`config.mk`:
```
export PLATFORM = sky130hd
export DESIGN_NAME = mem_arbiter_flat
export DESIGN_NICKNAME = d
export VERILOG_FILES = /design/src/rtl/mem_arbiter_if.sv /design/src/rtl/mem_arbiter.sv /design/src/flat_wrapper.sv
export SDC_FILE = /design/constraint.sdc
export NUM_CORES = 1
export LEC_CHECK = 0
export CAP_MARGIN = 10
export CORE_AREA = 5 5 285 287
export CTS_CLUSTER_DIAMETER = 150
export DETAILED_ROUTE_END_ITERATION = 10
export DIE_AREA = 0 0 290 292
export GPL_TIMING_DRIVEN = 0
export PLACE_DENSITY_LB_ADDON = 0.2
export SLEW_MARGIN = 20
export SYNTH_ARGS = -nofsm -noshare
export SYNTH_HDL_FRONTEND = slang
export SYNTH_SLANG_ARGS = --single-unit
export TNS_END_PERCENT = 30
```
`constraint.sdc`:
```
create_clock -name CLK -period 4.84 [get_ports CLK]
set_clock_uncertainty 0.2 [all_clocks]
set_input_delay 0.484 -clock CLK [delete_from_list [all_inputs] [get_ports CLK]]
set_output_delay 0.484 -clock CLK [all_outputs]
set_load 0.05 [all_outputs]
```
`src/rtl/mem_arbiter_if.sv`:
```
// Bus bundle between the two cache controllers, main memory and mem_arbiter.
// slave  : the arbiter's view (takes cache requests, drives memory commands).
// master : the surrounding system's view (caches and memory together).
interface mem_arbiter_if;
  logic         I_MEM_READ;
  logic [27:0]  I_MEM_ADDRESS;
  logic [127:0] I_MEM_READDATA;
  logic         I_MEM_BUSYWAIT;
  logic         D_MEM_READ;
  logic         D_MEM_WRITE;
  logic [27:0]  D_MEM_ADDRESS;
  logic [127:0] D_MEM_WRITEDATA;
  logic [127:0] D_MEM_READDATA;
  logic         D_MEM_BUSYWAIT;
  logic         MEM_READ;
  logic         MEM_WRITE;
  logic [27:0]  MEM_ADDRESS;
  logic [127:0] MEM_WRITEDATA;
  logic [127:0] MEM_READDATA;
  logic         MEM_BUSYWAIT;

  modport slave (
    input  I_MEM_READ, I_MEM_ADDRESS,
    input  D_MEM_READ, D_MEM_WRITE, D_MEM_ADDRESS, D_MEM_WRITEDATA,
    input  MEM_READDATA, MEM_BUSYWAIT,
    output I_MEM_READDATA, I_MEM_BUSYWAIT,
    output D_MEM_READDATA, D_MEM_BUSYWAIT,
    output MEM_READ, MEM_WRITE, MEM_ADDRESS, MEM_WRITEDATA
  );

  modport master (
    output I_MEM_READ, I_MEM_ADDRESS,
    output D_MEM_READ, D_MEM_WRITE, D_MEM_ADDRESS, D_MEM_WRITEDATA,
    output MEM_READDATA, MEM_BUSYWAIT,
    input  I_MEM_READDATA, I_MEM_BUSYWAIT,
    input  D_MEM_READDATA, D_MEM_BUSYWAIT,
    input  MEM_READ, MEM_WRITE, MEM_ADDRESS, MEM_WRITEDATA
  );
endinterface

```
`src/rtl/mem_arbiter.sv`:
```
// mem_arbiter: shares the single 128-bit block memory port between the icache
// (read refills) and the dcache (refills and write-backs). The granted command
// is latched so memory sees it stable for the whole transaction.
// Optional macro ARB_ROUND_ROBIN_EN: alternate ties between the caches using a
// LAST_OWNER register; when undefined the dcache always wins a tie.
module mem_arbiter #(
  parameter int unsigned TIMEOUT_CYCLES = 255,
  parameter int unsigned TMO_W          = 8
) (
  input  logic              CLK,
  input  logic              RESET,
  mem_arbiter_if.slave      bus,
  output logic [1:0]        GRANT,
  output logic              TIMEOUT_ERR
);

  typedef enum logic [1:0] {S_IDLE, S_ISSUE, S_WAIT, S_RELEASE} state_e;

  localparam logic [TMO_W-1:0] TMO_MAX = '1;
  localparam logic [TMO_W-1:0] TMO_LIM = TMO_W'(TIMEOUT_CYCLES);

  state_e           state_q, state_d;
  logic             owner_q, owner_d;    // 0 = icache, 1 = dcache
  logic             op_wr_q, op_wr_d;
  logic [27:0]      addr_q, addr_d;
  logic [127:0]     wdata_q, wdata_d;
  logic [TMO_W-1:0] tmo_cnt_q, tmo_cnt_d;
  logic             tmo_err_q, tmo_err_d;
  logic             i_req, d_req, pick_dcache, active, done;
`ifdef ARB_ROUND_ROBIN_EN
  logic             last_owner_q, last_owner_d;
`endif

  // Request decode and tie-break between the two caches.
  always_comb begin
    i_req       = bus.I_MEM_READ;
    d_req       = bus.D_MEM_READ | bus.D_MEM_WRITE;
    pick_dcache = d_req;
    if (i_req && d_req) begin
`ifdef ARB_ROUND_ROBIN_EN
      pick_dcache = ~last_owner_q;
`else
      pick_dcache = 1'b1;
`endif
    end
  end

  // Next-state, command latches and watchdog.
  always_comb begin
    state_d   = state_q;
    owner_d   = owner_q;
    op_wr_d   = op_wr_q;
    addr_d    = addr_q;
    wdata_d   = wdata_q;
    tmo_cnt_d = tmo_cnt_q;
    tmo_err_d = tmo_err_q;
`ifdef ARB_ROUND_ROBIN_EN
    last_owner_d = last_owner_q;
`endif
    case (state_q)
      S_IDLE: begin
        if (i_req || d_req) begin
          state_d   = S_ISSUE;
          owner_d   = pick_dcache;
          tmo_cnt_d = '0;
`ifdef ARB_ROUND_ROBIN_EN
          last_owner_d = pick_dcache;
`endif
          if (pick_dcache) begin
            // READ and WRITE together is illegal; WRITE takes precedence.
            op_wr_d = bus.D_MEM_WRITE;
            addr_d  = bus.D_MEM_ADDRESS;
            wdata_d = bus.D_MEM_WRITE ? bus.D_MEM_WRITEDATA : '0;
          end else begin
            op_wr_d = 1'b0;
            addr_d  = bus.I_MEM_ADDRESS;
            wdata_d = '0;
          end
        end
      end
      S_ISSUE:   if (bus.MEM_BUSYWAIT) state_d = S_WAIT;
      S_WAIT:    if (!bus.MEM_BUSYWAIT) state_d = S_RELEASE;
      S_RELEASE: state_d = S_IDLE;
      default:   state_d = S_IDLE;
    endcase
    if (active) begin
      if (tmo_cnt_q != TMO_MAX) tmo_cnt_d = tmo_cnt_q + 1'b1;
      if (TIMEOUT_CYCLES != 0 && tmo_cnt_d == TMO_LIM) tmo_err_d = 1'b1;
    end
  end

  // State and latches; RESET clears everything without waiting for a clock.
  always_ff @(posedge CLK or posedge RESET) begin
    if (RESET) begin
      state_q   <= S_IDLE;
      owner_q   <= 1'b0;
      op_wr_q   <= 1'b0;
      addr_q    <= '0;
      wdata_q   <= '0;
      tmo_cnt_q <= '0;
      tmo_err_q <= 1'b0;
`ifdef ARB_ROUND_ROBIN_EN
      last_owner_q <= 1'b0;
`endif
    end else begin
      state_q   <= state_d;
      owner_q   <= owner_d;
      op_wr_q   <= op_wr_d;
      addr_q    <= addr_d;
      wdata_q   <= wdata_d;
      tmo_cnt_q <= tmo_cnt_d;
      tmo_err_q <= tmo_err_d;
`ifdef ARB_ROUND_ROBIN_EN
      last_owner_q <= last_owner_d;
`endif
    end
  end

  // Memory commands, grant and per-cache stalls.
  always_comb begin
    active             = (state_q == S_ISSUE) || (state_q == S_WAIT);
    done               = (state_q == S_WAIT) && !bus.MEM_BUSYWAIT;
    bus.MEM_READ       = active & ~op_wr_q;
    bus.MEM_WRITE      = active & op_wr_q;
    bus.MEM_ADDRESS    = active ? addr_q : '0;
    bus.MEM_WRITEDATA  = active ? wdata_q : '0;
    GRANT              = active ? {owner_q, ~owner_q} : 2'b00;
    // A pending non-owner stays stalled even in the owner's completion cycle.
    bus.I_MEM_BUSYWAIT = i_req & ~(done & ~owner_q);
    bus.D_MEM_BUSYWAIT = d_req & ~(done & owner_q);
    bus.I_MEM_READDATA = bus.MEM_READDATA;
    bus.D_MEM_READDATA = bus.MEM_READDATA;
    TIMEOUT_ERR        = tmo_err_q;
  end

endmodule

```
`src/flat_wrapper.sv`:
```
// flat-port wrapper written by rule: the top's interface ports become plain ports
module mem_arbiter_flat 
#(
  parameter int unsigned TIMEOUT_CYCLES = 255,
  parameter int unsigned TMO_W          = 8
)
  (CLK, RESET, GRANT, TIMEOUT_ERR, bus_I_MEM_READ, bus_I_MEM_ADDRESS, bus_D_MEM_READ, bus_D_MEM_WRITE, bus_D_MEM_ADDRESS, bus_D_MEM_WRITEDATA, bus_MEM_READDATA, bus_MEM_BUSYWAIT, bus_I_MEM_READDATA, bus_I_MEM_BUSYWAIT, bus_D_MEM_READDATA, bus_D_MEM_BUSYWAIT, bus_MEM_READ, bus_MEM_WRITE, bus_MEM_ADDRESS, bus_MEM_WRITEDATA);
  mem_arbiter_if bus_i ();
  input  logic CLK;
  input  logic RESET;
  output logic [1:0] GRANT;
  output logic TIMEOUT_ERR;
  input wire logic [$bits(bus_i.I_MEM_READ)-1:0] bus_I_MEM_READ;
  input wire logic [$bits(bus_i.I_MEM_ADDRESS)-1:0] bus_I_MEM_ADDRESS;
  input wire logic [$bits(bus_i.D_MEM_READ)-1:0] bus_D_MEM_READ;
  input wire logic [$bits(bus_i.D_MEM_WRITE)-1:0] bus_D_MEM_WRITE;
  input wire logic [$bits(bus_i.D_MEM_ADDRESS)-1:0] bus_D_MEM_ADDRESS;
  input wire logic [$bits(bus_i.D_MEM_WRITEDATA)-1:0] bus_D_MEM_WRITEDATA;
  input wire logic [$bits(bus_i.MEM_READDATA)-1:0] bus_MEM_READDATA;
  input wire logic [$bits(bus_i.MEM_BUSYWAIT)-1:0] bus_MEM_BUSYWAIT;
  output wire logic [$bits(bus_i.I_MEM_READDATA)-1:0] bus_I_MEM_READDATA;
  output wire logic [$bits(bus_i.I_MEM_BUSYWAIT)-1:0] bus_I_MEM_BUSYWAIT;
  output wire logic [$bits(bus_i.D_MEM_READDATA)-1:0] bus_D_MEM_READDATA;
  output wire logic [$bits(bus_i.D_MEM_BUSYWAIT)-1:0] bus_D_MEM_BUSYWAIT;
  output wire logic [$bits(bus_i.MEM_READ)-1:0] bus_MEM_READ;
  output wire logic [$bits(bus_i.MEM_WRITE)-1:0] bus_MEM_WRITE;
  output wire logic [$bits(bus_i.MEM_ADDRESS)-1:0] bus_MEM_ADDRESS;
  output wire logic [$bits(bus_i.MEM_WRITEDATA)-1:0] bus_MEM_WRITEDATA;
  assign bus_i.I_MEM_READ = bus_I_MEM_READ;
  assign bus_i.I_MEM_ADDRESS = bus_I_MEM_ADDRESS;
  assign bus_i.D_MEM_READ = bus_D_MEM_READ;
  assign bus_i.D_MEM_WRITE = bus_D_MEM_WRITE;
  assign bus_i.D_MEM_ADDRESS = bus_D_MEM_ADDRESS;
  assign bus_i.D_MEM_WRITEDATA = bus_D_MEM_WRITEDATA;
  assign bus_i.MEM_READDATA = bus_MEM_READDATA;
  assign bus_i.MEM_BUSYWAIT = bus_MEM_BUSYWAIT;
  assign bus_I_MEM_READDATA = bus_i.I_MEM_READDATA;
  assign bus_I_MEM_BUSYWAIT = bus_i.I_MEM_BUSYWAIT;
  assign bus_D_MEM_READDATA = bus_i.D_MEM_READDATA;
  assign bus_D_MEM_BUSYWAIT = bus_i.D_MEM_BUSYWAIT;
  assign bus_MEM_READ = bus_i.MEM_READ;
  assign bus_MEM_WRITE = bus_i.MEM_WRITE;
  assign bus_MEM_ADDRESS = bus_i.MEM_ADDRESS;
  assign bus_MEM_WRITEDATA = bus_i.MEM_WRITEDATA;
  mem_arbiter #(.TIMEOUT_CYCLES(TIMEOUT_CYCLES), .TMO_W(TMO_W)) u_core (.CLK(CLK), .RESET(RESET), .bus(bus_i), .GRANT(GRANT), .TIMEOUT_ERR(TIMEOUT_ERR));
endmodule
```
==> results of run 1 <==
==> routing by layer <==
metal	track usage (%)	share of wire, %	up-vias
met5	0	0.11	-
li1	-	-	4874
met4	2.529	1.2	8
met1	13.09	39	4671
met2	20.69	51	393
met3	4.967	8.4	31
==> state kept, by name, summed over array words and instances (netlist names) <==
signal and cells:
u_core.tmo_cnt_q 8, u_core.TIMEOUT_ERR 1, u_core.addr_q 28, u_core.state_q 2, u_core.op_wr_q 1, u_core.wdata_q 128, u_core.owner_q 1
==> stage by stage <==
stage / instances / instance area [µm²] / hold WS [ns] / power (mW)
2_1_floorplan: 1214 / 10240 / 0.2304 / 7.428
3_3_place_gp: 2871 / 17630 / 0.2410 / 10.52
3_5_place_dp: 2877 / 17750 / 0.2476 / 10.56
4_1_cts: 2909 / 18320 / 0.1130 / 12.08
5_1_grt: 2909 / 18320 / 0.1536 / 12.59
6_report: 2910 / 18320 / 0.1672 / 11.75
==> synth_stat cells, drive strengths merged <==
cell type / number
nand2: 292
buf: 283
dfrtp: 169
and2: 160
nand3: 134
clkbuf: 49
o21ai: 38
mux2i: 30
inv: 10
nor2: 6
ha: 5
a31oi: 3
nand4: 3
nor3: 3
a221oi: 2
o211ai: 2
o22ai: 2
or3: 2
xnor2: 2
a2111oi: 1
a21o: 1
a21oi: 1
a22o: 1
a311oi: 1
a31o: 1
a32o: 1
a41o: 1
and2b: 1
and4: 1
and4b: 1
clkinv: 1
nor2b: 1
nor4b: 1
o21bai: 1
o31a: 1
o31ai: 1
o32ai: 1
or2: 1
==> critical path: cells and delay by family (launching register included) <==
family	cells	cell delay, ns
buf+inv	4	2.02
fa+ha+maj	1	0.32
flops	1	0.36
simple gates	1	0.25
==> area by class of cell <==
type	instances	area, µm²
clock buffer	18	429.2
timing repair buffer	613	6196
clock inverter	14	140.1
inverter	11	45.04
fill	8722	60030
antenna	1	2.502
tap	1050	1314
sequential	169	4229
buffer	332	2306
multi-input combinational	702	3660
==> power by group through the flow <==
stage	sequential (mW)	clock, mW	combinational [mW]
final	2.42	1.43	7.90
after floorplan	2.35	0	5.08
after global routing	2.53	1.56	8.50
after CTS	2.43	1.53	8.13
after global placement	2.43	0	8.09
after detailed placement	2.45	0	8.11
==> kinds of logic after synthesis <==
family / after synthesis / share of synthesized area, %
and+or+nand+nor: 606 / 28.39
AOI/OAI and AO/OA: 59 / 3.656
muxes: 30 / 2.935
buffers and inverters: 343 / 22.90
DFF: 169 / 41.33
adders and majority gates: 5 / 0.6114
xor gates and xnor gates: 2 / 0.1712
==> path summary, 6_finish.rpt <==
kind                               startpoint                  to  slack (ns)  depth (start not counted)
setup / recovery            u_core.state_q[0]       bus_MEM_WRITE        0.70                          6
hold / removal                          RESET  u_core.wdata_q[15]        0.17                          2
setup reg to reg            u_core.state_q[0]  u_core.wdata_q[69]        2.44                          7
hold reg to reg            u_core.wdata_q[93]  u_core.wdata_q[93]        0.26                          2
max in group asynchronous               RESET   u_core.addr_q[20]        3.32                          5
min in group CLK           u_core.wdata_q[93]  u_core.wdata_q[93]        0.26                          2
==> summary.md, run 1 <==
| Metric | Value |
|---|---|
| Slew headroom | 33.39% |
| # rows | 103 |
| DRC Markers | 0 |
| NumNets Final | approximately 2200 |
| Initial Util | 13.06% |
| Gp weighted congestion | 0.7600 |
| Syn_nets | 1537 |
| Internal Pwr Total | 5.309 mW |
| WS Path Type | flop to output port |
| Post-Syn Instances | 1214 |
| Routed WL | roughly 51000 µm |
| Reg power frac | 20.6% |
| Final min period | between 4 and 5 ns |
| Cts hold-fix bufs | 0 |
| Worst setup margin | 0.7035 ns |
| Die H | 292 µm |
| Ys Warns | 0 |
| CP Cell Sequence | inv_1, ha_1, clkbuf_2, clkbuf_1, and2_1, clkdlybuf4s50_1 |
| CTS Buf Count | 17 |
| Most frequent cells in the layout | 607 x clkdlybuf4s50_1, 292 x nand2_1, 268 x buf_4 |
| Final setup fails | 0 |
| CP peak stage delay | 0.84 ns |
| Slew Limit Fails | 0 |
| Sw Share | between 50 and 60% |
| GRT Overall Usage | 11.66% |
| Area growth syn-to-layout | 79.05% |
| Vias | 9977 |
| Total negative slack | 0 ns |
| Max Cap Viol | 0 |
| CP max-delay cell | clkdlybuf4s50_1 |
| Max frequency | 241.7 MHz |
| Critical path endpoint category | output port |
| Fin util | 23.38% |
| Clock power share | 12.1% |
| Tcrit/Tclk final | 85.47% |
| Detailed placement HPWL | about 42000 µm |
| Post-synthesis sequential area ratio | 41.33% |
| Clock Latency Late Sink | approximately 0.47 ns |
| Synth Area per Inst | 8.429 µm² |
| FF+latch count, synth | 169 |
| HP Class | input port to async pin |
| Initial antenna violation count | 6 |
| First-pass iteration count of the detailed router | 4 |
| Peak supply drop | 0.2702 mV |
| Worst Path Required | around 4.2 ns |
| CTS tree | done |
| Vias in the first global route | 11190 |
| Leak | 8.183 nW |
| Synth Cell Area | about 10000 µm² |
| Wire per inst | 17.46 µm |
| PortBufs | 607 |
| Post-CTS sizing | 0 |
| Vias per inst | 3.429 |
| Top post-synthesis cells by area | dfrtp_1 41%, buf_4 20%, nand2_1 11% |
| Initial DRC count | roughly 250 |
| CTS H-tree depth | 4 |
| Setup bufs post-CTS | 0 |
| Core box area | 78360 µm² |
| Most common cell after layout, fill and taps aside | clkdlybuf4s50_1 |
| Logic pwr share | 67.3% |
| Root buf cell | clkbuf_16 |
| Largest net degree at the start of global routing | 30 |
| Slew @ Worst Pin | approximately 1 ns |
| Clock Pin Slew Worst Setup and Hold Paths | 0.08 ns |
| RSZ-0062 raised after global routing | false |
| PwrDens | 641.2 nW/µm² |
| Hold Vio Cnt, Final | 0 |
| Crit start category | flop |
| Die area | 84680 µm² |
| Area share of the largest cell type after synthesis | 41.33% |
| Die width | 290 µm |
| Status | finished, final reports clean |
| Final antenna-violating net count | 0 |
| DP Worst Slack | about 0.97 ns |
| NetSw | 6.438 mW |
| CP max FO | 10 |
| Layout cells sized above 1 | between 10% and 20% |
| Total global routing overflow | 0 |
| Clk sinks | roughly 170 |
| Synth unique cells | 45 |
| # IOs | 737 |
| First-pass GRT wire length | 74720 µm |
| CTS max path bufs | 2 |
| Critical Path AT | between 3 and 4 ns |
| Leading area contributor after synthesis | dfrtp_1 |
Note: power is estimated with default switching activity, not from simulation.
==> run 2: changes to the inputs <==
- CTS_CLUSTER_SIZE: not set -> 20
==> results of run 2 <==
No change in the layout: final DEF, timing and power equal those of run 1.
